### src/rtl/mips16_pkg.sv
// -----------------------------------------------------------------------------
// mips16_pkg
//   Shared constants and types for the MIPS16 fetch front end.
//   - PC_SIZE   : word-address width (PC counts 16-bit words)
//   - inst_SIZE : instruction width in bits
//   - fetch_state_t : fetch FSM states
//       S_IDLE  no imem request outstanding
//       S_REQ   request outstanding, result will be kept
//       S_DROP  request outstanding, result will be discarded (post-redirect)
//       S_FULL  skid entry holds an instruction, no request outstanding
// -----------------------------------------------------------------------------
package mips16_pkg;

  localparam int PC_SIZE   = 13;
  localparam int inst_SIZE = 16;

  typedef enum logic [1:0] {
    S_IDLE = 2'd0,
    S_REQ  = 2'd1,
    S_DROP = 2'd2,
    S_FULL = 2'd3
  } fetch_state_t;

endpackage : mips16_pkg

### src/rtl/fetch_skid_buf.sv
// -----------------------------------------------------------------------------
// fetch_skid_buf
//   One-entry {inst, pc} holding buffer used when an imem result arrives while
//   decode is stalled and the IF/ID register is occupied.
// Ports:
//   clk       in   clock, rising edge
//   rst       in   asynchronous, active-low reset
//   load      in   capture in_inst/in_pc, mark full
//   drain     in   entry consumed this edge, mark empty
//   clear     in   discard entry (redirect); wins over load/drain
//   in_inst   in   instruction to capture
//   in_pc     in   address of in_inst
//   full      out  entry valid
//   out_inst  out  held instruction
//   out_pc    out  held address
// -----------------------------------------------------------------------------
module fetch_skid_buf
  import mips16_pkg::*;
#(
  parameter int inst_W = mips16_pkg::inst_SIZE,
  parameter int PC_W   = mips16_pkg::PC_SIZE
) (
  input  logic              clk,
  input  logic              rst,
  input  logic              load,
  input  logic              drain,
  input  logic              clear,
  input  logic [inst_W-1:0] in_inst,
  input  logic [PC_W-1:0]   in_pc,
  output logic              full,
  output logic [inst_W-1:0] out_inst,
  output logic [PC_W-1:0]   out_pc
);

  // NOTE: the data fields are reset along with the full flag. A single entry is
  // cheap to reset, and it keeps out_inst/out_pc free of X after reset even
  // though they are only looked at while full=1.
  always_ff @(posedge clk or negedge rst) begin
    if (!rst) begin
      full     <= 1'b0;
      out_inst <= '0;
      out_pc   <= '0;
    end else if (clear) begin
      full <= 1'b0;
    end else if (load) begin
      full     <= 1'b1;
      out_inst <= in_inst;
      out_pc   <= in_pc;
    end else if (drain) begin
      full <= 1'b0;
    end
  end

endmodule : fetch_skid_buf

### src/rtl/inst_fetch_unit.sv
// -----------------------------------------------------------------------------
// inst_fetch_unit
//   Fetch-stage controller. Reads the registered PC, returns the next PC,
//   issues word reads to a variable-latency instruction memory over req/ack,
//   and loads the IF/ID register honouring decode stalls and branch/jump
//   redirects, with one skid entry for results that arrive during a stall.
//
//   Optional feature: define FETCH_PERF_CNT_EN to build a saturating 16-bit
//   counter of imem wait cycles on perf_wait; otherwise perf_wait is 0.
//
// Ports:
//   clk         in   single clock, rising edge
//   rst         in   asynchronous, active-low reset
//   PC_current  in   registered PC from program_counter
//   PC_next     out  next PC to program_counter (combinational)
//   imem_req    out  read request (registered)
//   imem_addr   out  read address (registered, stable while imem_req=1)
//   imem_ack    in   read data valid this cycle
//   imem_rdata  in   read data
//   br_taken    in   EX branch resolved taken (priority over jmp)
//   br_target   in   branch target
//   jmp         in   ID jump
//   jmp_target  in   jump target
//   id_stall    in   decode cannot accept IF/ID this cycle
//   if_valid    out  IF/ID holds a valid instruction
//   if_inst     out  IF/ID instruction
//   if_pc       out  address of if_inst
//   perf_wait   out  imem wait-cycle counter
// -----------------------------------------------------------------------------
module inst_fetch_unit
  import mips16_pkg::*;
#(
  parameter int inst_W = mips16_pkg::inst_SIZE,
  parameter int PC_W   = mips16_pkg::PC_SIZE
) (
  input  logic              clk,
  input  logic              rst,
  input  logic [PC_W-1:0]   PC_current,
  output logic [PC_W-1:0]   PC_next,
  output logic              imem_req,
  output logic [PC_W-1:0]   imem_addr,
  input  logic              imem_ack,
  input  logic [inst_W-1:0] imem_rdata,
  input  logic              br_taken,
  input  logic [PC_W-1:0]   br_target,
  input  logic              jmp,
  input  logic [PC_W-1:0]   jmp_target,
  input  logic              id_stall,
  output logic              if_valid,
  output logic [inst_W-1:0] if_inst,
  output logic [PC_W-1:0]   if_pc,
  output logic [15:0]       perf_wait
);

  fetch_state_t state, state_next;

  logic              slot_free;
  logic              redirect;
  logic              launch;      // new request issued at this edge
  logic              req_hold;    // outstanding request not yet acked
  logic              load_mem;    // imem result goes straight to IF/ID
  logic              load_skid;   // skid entry drains to IF/ID
  logic              skid_load;   // imem result parked in the skid entry
  logic              skid_full;
  logic [inst_W-1:0] skid_inst;
  logic [PC_W-1:0]   skid_pc;
  logic [PC_W-1:0]   pc_plus1;

  assign slot_free = !if_valid || !id_stall;
  assign redirect  = br_taken || jmp;
  // Wraps naturally at 2^PC_W.
  assign pc_plus1  = PC_current + {{(PC_W-1){1'b0}}, 1'b1};

  // ---------------------------------------------------------------------------
  // FSM state register
  // ---------------------------------------------------------------------------
  // NOTE: sequential state is written with non-blocking assignments so every
  // flop samples the pre-edge values regardless of block ordering.
  always_ff @(posedge clk or negedge rst) begin
    if (!rst) state <= S_IDLE;
    else      state <= state_next;
  end

  // ---------------------------------------------------------------------------
  // FSM next-state and control decode
  // ---------------------------------------------------------------------------
  // NOTE: every output of this block gets a default first, so no path through
  // the case can leave a signal unassigned and infer a latch.
  always_comb begin
    state_next = state;
    launch     = 1'b0;
    req_hold   = 1'b0;
    load_mem   = 1'b0;
    load_skid  = 1'b0;
    skid_load  = 1'b0;

    unique case (state)
      S_IDLE: begin
        if (!redirect) begin
          launch     = 1'b1;
          state_next = S_REQ;
        end
      end

      S_REQ: begin
        if (redirect) begin
          // An acked result is simply dropped; an unacked one must still be
          // waited out, but its data will be thrown away.
          if (imem_ack) begin
            state_next = S_IDLE;
          end else begin
            req_hold   = 1'b1;
            state_next = S_DROP;
          end
        end else if (imem_ack) begin
          if (slot_free) begin
            load_mem = 1'b1;
            launch   = 1'b1;
          end else begin
            skid_load  = 1'b1;
            state_next = S_FULL;
          end
        end else begin
          req_hold = 1'b1;
        end
      end

      S_DROP: begin
        if (redirect) begin
          if (imem_ack) state_next = S_IDLE;
          else          req_hold   = 1'b1;
        end else if (imem_ack) begin
          launch     = 1'b1;
          state_next = S_REQ;
        end else begin
          req_hold = 1'b1;
        end
      end

      S_FULL: begin
        if (redirect) begin
          state_next = S_IDLE;
        end else if (slot_free && skid_full) begin
          // Skid drains into IF/ID and the next fetch goes out on the same edge.
          load_skid  = 1'b1;
          launch     = 1'b1;
          state_next = S_REQ;
        end
      end

      default: state_next = S_IDLE;
    endcase
  end

  // ---------------------------------------------------------------------------
  // PC_next mux: redirect > sequential launch > hold
  // ---------------------------------------------------------------------------
  always_comb begin
    if (br_taken)    PC_next = br_target;
    else if (jmp)    PC_next = jmp_target;
    else if (launch) PC_next = pc_plus1;
    else             PC_next = PC_current;
  end

  // ---------------------------------------------------------------------------
  // imem request/address registers
  // ---------------------------------------------------------------------------
  always_ff @(posedge clk or negedge rst) begin
    if (!rst) begin
      imem_req  <= 1'b0;
      imem_addr <= '0;
    end else begin
      imem_req <= launch || req_hold;
      if (launch) imem_addr <= PC_current;
    end
  end

  // ---------------------------------------------------------------------------
  // IF/ID register
  // ---------------------------------------------------------------------------
  always_ff @(posedge clk or negedge rst) begin
    if (!rst) begin
      if_valid <= 1'b0;
      if_inst  <= '0;
      if_pc    <= '0;
    end else if (redirect) begin
      // Flush even when decode is stalled: the held instruction is wrong-path.
      if_valid <= 1'b0;
    end else if (load_mem) begin
      if_valid <= 1'b1;
      if_inst  <= imem_rdata;
      if_pc    <= imem_addr;
    end else if (load_skid) begin
      if_valid <= 1'b1;
      if_inst  <= skid_inst;
      if_pc    <= skid_pc;
    end else if (slot_free) begin
      if_valid <= 1'b0;
    end
  end

  // ---------------------------------------------------------------------------
  // Skid entry
  // ---------------------------------------------------------------------------
  fetch_skid_buf #(
    .inst_W (inst_W),
    .PC_W   (PC_W)
  ) u_skid (
    .clk      (clk),
    .rst      (rst),
    .load     (skid_load),
    .drain    (load_skid),
    .clear    (redirect),
    .in_inst  (imem_rdata),
    .in_pc    (imem_addr),
    .full     (skid_full),
    .out_inst (skid_inst),
    .out_pc   (skid_pc)
  );

  // ---------------------------------------------------------------------------
  // Optional imem wait-cycle counter
  // ---------------------------------------------------------------------------
`ifdef FETCH_PERF_CNT_EN
  logic [15:0] perf_cnt;

  always_ff @(posedge clk or negedge rst) begin
    if (!rst) begin
      perf_cnt <= 16'h0000;
    end else if (imem_req && !imem_ack && (perf_cnt != 16'hFFFF)) begin
      perf_cnt <= perf_cnt + 16'h0001;
    end
  end

  assign perf_wait = perf_cnt;
`else
  assign perf_wait = 16'h0000;
`endif

endmodule : inst_fetch_unit

### config.mk
export PLATFORM = sky130hd
export DESIGN_NAME = inst_fetch_unit
export DESIGN_NICKNAME = d
export VERILOG_FILES = /design/src/rtl/mips16_pkg.sv /design/src/rtl/fetch_skid_buf.sv /design/src/rtl/inst_fetch_unit.sv
export SDC_FILE = /design/constraint.sdc
export NUM_CORES = 1
export LEC_CHECK = 0
export ABC_AREA = 1
export ABC_CLOCK_PERIOD_IN_PS = 2100
export BUFFER_PORTS_ARGS = -buffer_cell sky130_fd_sc_hd__clkbuf_2
export CAP_MARGIN = 10
export CORE_MARGIN = 4
export CORE_UTILIZATION = 51
export DETAILED_ROUTE_END_ITERATION = 12
export GPL_TIMING_DRIVEN = 0
export PLACE_DENSITY = 0.9
export SLEW_MARGIN = 20
export SYNTH_ARGS = -nofsm -noshare
export SYNTH_HDL_FRONTEND = slang
export SYNTH_HIERARCHICAL = 1
export SYNTH_SLANG_ARGS = --single-unit
export TNS_END_PERCENT = 20
### constraint.sdc
create_clock -name clk -period 2.1 [get_ports clk]
set_input_delay 0.42 -clock clk [delete_from_list [all_inputs] [get_ports clk]]
set_output_delay 0.42 -clock clk [all_outputs]
set_load 0.005 [all_outputs]
==> key figures, run 1 <==
Run status
  – Failing checks: negative setup slack
  – Status: complete, but fails checks

STA
  – RSZ-0062 raised after global routing: yes
  – Setup_tns: -3940 ps
  – Period utilization: 118%
  – Min cycle time layout: between 2000 and 2500 ps
  – Final hold slack: between 300 and 400 ps
  – Skew final: a little over 8 ps
  – Setup WS post-layout: -369 ps
  – Hold Violations, Final: 0
  – Max-slew violation count: 0
  – Max frequency: 405 MHz
  – Final setup violation count: 13

Setup path
  – WP data arrival: a little over 2000 ps
  – Crit-path max FO: 8
  – Data required, critical path: between 1500 and 2000 ps
  – Slowest CP cell: dfrtp_1
  – CP Launch Type: flop
  – Worst Reg2Reg Path Length in Cells: 10
  – Crit-path max cell delay: slightly above 400 ps
  – Critical Path, Cell by Cell: inv_2 -> ha_4 -> nand2_4 -> nor2_4 -> nor2_4 -> nand3_4 -> nand2_4 -> buf_6 -> nand2_2 -> nand2_2 -> nand2_2 -> a21oi_2 -> clkbuf_2
  – Setup CP Type: flop to primary output
  – Critical path endpoint category: primary output
  – Crit-path most repeated cell: nand2_2

CTS
  – CTS sink count: 76
  – Clk buf depth: 2
  – H-tree Lvls: 3
  – CTS tree: done
  – Worst skew pair latency: between 300 and 400 ps
  – CTS Root Cell: clkbuf_8
  – Worst-path clk slew: 80 ps
  – CTS buffer count: 9

Floorplanning
  – Core footprint: about 0.0078 mm²
  – IO Pins: between 100 and 150
  – Die H: between 90 and 100 µm
  – Die Wd: ~99 µm
  – Core Rows: 32
  – DIE AREA: 0.00972 mm²
  – Starting density of the core: 53.3%

Synthesis
  – Yosys top cell area share: a little under half
  – Netlist Area Pre-Place: 0.00419 mm²
  – Largest area contributor in the netlist: dfrtp_1
  – Register bit total from synthesis: 76
  – Post-synth ARST share: 100%
  – Syn Inst Count: 555
  – Syn_area_per_cell: 7.54 µm²
  – Primary FF master, synth: dfrtp_1
  – Main area contributors after synthesis: dfrtp_1, nand2_1, nand3_1
  – Sequential fraction of the synthesis area: 45.4%
  – Syn. warnings: 6
  – Post-synth EDFFs: 0
  – Post-synth cell types: 30

Final layout
  – Non-Filler Instances: approximately 800
  – Design Area, Final: between 0.005 and 0.006 mm²
  – Register Area: roughly 0.0019 mm²
  – Final #Nets: roughly 770
  – Layout cell share with drive strength beyond 1: 29.5%
  – Number of diodes: 0
  – Fill cells: about 700
  – Area grow syn2layout: 26.8%
  – Final core occ: 67.6%
  – Area occupied by multi-input gates: between 0.002 and 0.0025 mm²

Flow run
  – Max cap viols: 0

Placement
  – Placed insts: between 700 and 800
  – Worst slack, placed: -189 ps
  – Port Buffers: between 100 and 150
  – Dpl hpwl: 8.59 mm
  – Gp weighted congestion: ~0.86
  – Area after DPL: between 0.004 and 0.005 mm²

Power and ir drop
  – PD cells: 1080 mW/mm²
  – Leak: around 2.8 nW
  – Worst vdd ir: 0.510 mV
  – Total Power: around 5.7 mW

Routing
  – DRC: 0
  – WL/cell: 14.2 µm
  – Number of antenna-violating nets in the routed design: 0
  – DR iter-0 viols: between 200 and 300
  – Router iterations before antenna repair: 5
  – Vias/cell: 5.23
  – DR vias: ~4.2k
  – Drt total wl: 11.5 mm

Global route
  – Initial antenna violation count: 0
  – Vias in the first global route: between 4k and 5k
  – First-pass GRT wire length: between 15 and 20 mm
  – Pin count of the biggest net entering global routing: between 50 and 60
  – GRT Total Usage: between 20% and 30%
  – Congestion Overflow GR: 0

Worst hold path
  – Worst Hold Path Cells: 3
  – Min-Delay Path Class: primary input to flop
## cells in the final DEF (no fill, tap or decap), drive strengths merged
master       Yosys  final
a21oi           24     24
xnor2            1      1
bufinv           0      1
a22oi            1      1
nand3           53     53
inv             24     24
nand2          207    207
dlygate4sd3      0      1
a22o             1      1
xor2             2      2
ha               5      5
o21ai           16     16
conb             1     16
buf             41     49
a31oi           29     29
a21o             1      1
clkbuf           7    132
nor3             2      2
clkinv           0      4
dfrtp           76     76
nor2            59     59
a211oi           1      1
nand4            4      4
## cell usage after synthesis, types with 2 or more instances
master and n:
buf_4 25, nor2_4 2, o21ai_0 16, inv_1 19, buf_2 10, nand2_4 2
a31oi_1 29, inv_2 5, ha_1 5, nor3_1 2, nand3_1 52, dfrtp_1 76
xor2_1 2, nor2_1 56, nand4_1 2, a21oi_1 24, buf_6 5, nand2_1 205
clkbuf_1 7
## logic make-up after synthesis
logic type                 after synthesis  share of synthesized area (%)
and+or+nand+nor                        325                           32.6
DFF                                     76                           45.4
AOI/OAI and AO/OA                       73                           9.86
buffers and inverters                   72                           9.89
adders and majority gates                5                           1.49
xor gates and xnor gates                 3                          0.628
other                                    1                         0.0896
## cell type report
cell class	count	share of cell area (%)
plain buffers	48	6.17
clock buffers	10	2.40
clock inverters	5	1.01
inverters	24	1.70
multi-input cells	422	37.8
flip-flops and latches	76	35.8
well taps	102	2.40
repair buffers	124	12.7
## per-layer routing
layer  routed length (µm)  global-route usage, %  vias to the layer above
met3                  960                   5.24                       22
met4                  185                   6.62                        0
li1                     -                      -                     2064
met2                 5880                   42.4                      200
met1                 4480                   28.3                     1958
met5                    0                      0                        -
## final timing paths
check                                         from                 end  slack (ps)
min in group asynchronous                      rst          if_inst[4]         560
worst max register to register            state[0]  u_skid/out_inst[2]          90
worst max-delay path                      state[0]          PC_next[5]        -370
worst min-delay path                 imem_rdata[0]  u_skid/out_inst[0]         310
max in group asynchronous                      rst            state[1]         960
worst min register to register  u_skid/out_inst[0]  u_skid/out_inst[0]         480
## flip-flops by register name, indices dropped and copies added (netlist names)
signal	cells
if_inst	16
if_pc	13
if_valid	1
imem_addr	13
imem_req	1
state	2
u_skid/full	1
u_skid/out_inst	16
u_skid/out_pc	13
## power by group
group | leakage, nW | internal, mW | total [mW] | switching [mW]
sequential | 0.974 | 1.92 | 2.27 | 0.357
combinational | 1.76 | 1.05 | 2.39 | 1.33
clock | 0.0959 | 0.538 | 1.05 | 0.515
## worst max-delay path: cells and delay by family, from the launching register on
family / cells / cell delay, ps
buffers and inverters: 3 / 340
AOI/OAI and AO/OA: 1 / 140
DFF: 1 / 410
and+or+nand+nor: 8 / 640
adders and majority gates: 1 / 170
## timing repair
item,in CTS,in global routing
resized for setup,14,13
hold buffers,1,0
endpoints found under the hold margin,3,0
buffers inserted,4,3
endpoints found under the setup margin,13,19
pin swaps,8,5
No activity file was read; power rests on OpenSTA's default activity.
==> run 2: changes to the inputs <==
MAX_ROUTING_LAYER = met4   (was default)
REMOVE_ABC_BUFFERS = 1   (was default)
==> run 2 against run 1 <==
Against the previous run: the flow still finishes with violations (negative setup slack); maximum frequency is 1.5% lower; combinational power is 24% higher; critical path depth is 2 lower; cell count is 2.2% lower; die area stayed put; via count is 2.3% higher; total power is 15% higher; critical endpoint is now PC_next[4]; worst setup slack worse by 39 ps; design area is 3.2% higher.
==> key figures, run 2 (synthesis gave the netlist of run 1 again) <==
Power and ir drop
  – Worst vdd ir: 0.566 mV
  – Leak: about 2.8 nW
  – PD cells: about 1200 mW/mm²

Routing
  – DR iter-0 viols: slightly below 300
  – WL/cell: between 15 and 20 µm
  – Drt total wl: 12.4 mm
  – Vias/cell: 5.47
  – DRC: 0
  – DR vias: roughly 4.3k
  – Number of antenna-violating nets in the routed design: 0
  – Router iterations before antenna repair: 5

STA
  – Skew final: between 9 and 10 ps
  – Actual slew at the worst max-slew pin: about 580 ps
  – Max frequency: ~400 MHz
  – Period utilization: 119%
  – Setup WS post-layout: -407 ps
  – Max-slew violation count: 0
  – RSZ-0062 raised after global routing: yes
  – Final setup violation count: 43
  – Relative slew margins: 61.1%
  – Hold Violations, Final: 0
  – Min cycle time layout: around 2500 ps

Placement
  – Placed insts: around 740
  – Dpl hpwl: ~7.6 mm
  – Area after DPL: approximately 0.0047 mm²
  – Gp weighted congestion: between 0.9 and 1
  – Port Buffers: 117
  – Worst slack, placed: -1140 ps

CTS
  – CTS tree: done
  – Worst skew pair latency: roughly 350 ps
  – H-tree Lvls: 3
  – CTS sink count: between 70 and 80
  – Worst-path clk slew: ~80 ps
  – Clk buf depth: 2
  – CTS Root Cell: clkbuf_8
  – CTS buffer count: 9

Global route
  – Vias in the first global route: 4160
  – GRT Total Usage: about a quarter
  – Pin count of the biggest net entering global routing: about 40
  – First-pass GRT wire length: 19.9 mm
  – Congestion Overflow GR: 0
  – Initial antenna violation count: 0

Run status
  – Status: complete, but fails checks
  – Failing checks: negative setup slack

Floorplanning
  – Die H: 98.6 µm
  – Starting density of the core: 53.3%
  – Core Rows: 32
  – DIE AREA: 0.00972 mm²
  – IO Pins: approximately 130
  – Die Wd: roughly 99 µm
  – Core footprint: a little under 0.008 mm²

Final layout
  – Area grow syn2layout: 30.9%
  – Layout cell share with drive strength beyond 1: a little under a third
  – Design Area, Final: 0.00548 mm²
  – Number of diodes: 0
  – Most frequent cells in the layout: nand2_1, clkbuf_2, dfrtp_1
  – Commonest non-fill, non-tap cell in the layout: nand2_1
  – Largest registers: if_inst x16, u_skid/out_inst x16
  – Final #Nets: 752
  – Non-Filler Instances: 793

Setup path
  – Crit-path max cell delay: 460 ps
  – Crit-path max FO: 7
  – CP bufs+invs: 3
  – Data required, critical path: 1680 ps
  – Critical Path, Cell by Cell: buf_6 -> ha_4 -> nand4_4 -> nand3_4 -> buf_12 -> nand2_8 -> nand2_2 -> nand2_1 -> nand2_1 -> a21oi_2 -> buf_2
  – Slowest CP cell: dfrtp_2
  – Setup CP Type: flop to primary output
  – WP data arrival: ~2100 ps
  – CP Launch Type: flop
  – Crit-path most repeated cell: nand2_1
  – Critical path's top delay family: simple AND/OR/NAND/NOR gates
  – Critical path endpoint category: primary output

Worst hold path
  – Min-Delay Path Class: primary input to asynchronous set/reset pin

Flow run
  – Max cap viols: 0
run 2: cell count changes in the layout (fill, tap and decap cells not counted), moves of 3 or more:
cell,delta
nand3_1,-8
nand2_1,-3
clkbuf_1,-8
inv_2,-4
nand3_2,+7
inv_4,+4
clkbuf_2,-10
buf_4,-7
buf_12,+4
run 2: final cells by class:
class | instances | area, µm²
Multi-Input combinational cell | 425 | 2180
Tap cell | 102 | 128
Timing Repair inverter | 1 | 6.26
Timing Repair Buffer | 149 | 900
Clock buffer | 10 | 138
Fill cell | 610 | 2370
Inverter | 24 | 113
Clock inverter | 6 | 111
Sequential cell | 76 | 1900
run 2: worst paths after layout:
path,depth (start not counted),slack (ps),end,start
worst max-delay path,11,-410,PC_next[4],state[0]
worst min-delay path,1,70,u_skid/out_inst[1],rst
worst max register to register,11,-110,u_skid/out_pc[5],state[1]
worst min register to register,2,480,u_skid/out_inst[11],u_skid/out_inst[11]
max in group asynchronous,2,1430,if_pc[12],rst
min in group clk,3,320,u_skid/out_inst[12],imem_rdata[12]
run 2: routing by layer:
metal  global-route usage, %  vias up  part of all wire [%]
met4                    9.87        0                   2.3
met2                    41.3      247                    49
met1                    32.0     2024                    40
li1                        -     2038                     -
met3                    4.60       32                   7.9
met5                       -        -                     0
run 2: stage by stage:
stage	hold WS, ps	total power, mW	util (%)	setup TNS, ps
final	66.0	6.58	69.8	-6230
after global routing	96.5	7.02	69.8	-10830
after CTS	74.9	6.45	67.7	-4430
after detailed placement	455	4.25	59.6	-71170
after global placement	453	4.15	59.0	-146010
after floorplan	124	3.33	-	-54560
run 2: power by group:
part | switching, mW | total [mW] | internal (mW)
sequential | 0.351 | 2.27 | 1.92
combinational | 1.59 | 2.96 | 1.37
clock | 0.534 | 1.36 | 0.821
run 2: what timing repair did:
action	CTS	global route
resized for setup	38	43
buffers inserted	18	11
hold buffers	0	0
endpoints found under the setup margin	86	71
gates cloned	5	0
pin swaps	10	9
run 2: worst register-to-register path: stages (launching register included):
cell and delay, ps:
dfrtp_2 470, inv_4 110, ha_4 140, buf_4 120, inv_1 60, nor2_1 180
inv_1 110, nor3_4 340, buf_6 190, nand2_8 140, nand2_1 150, nand2_1 70
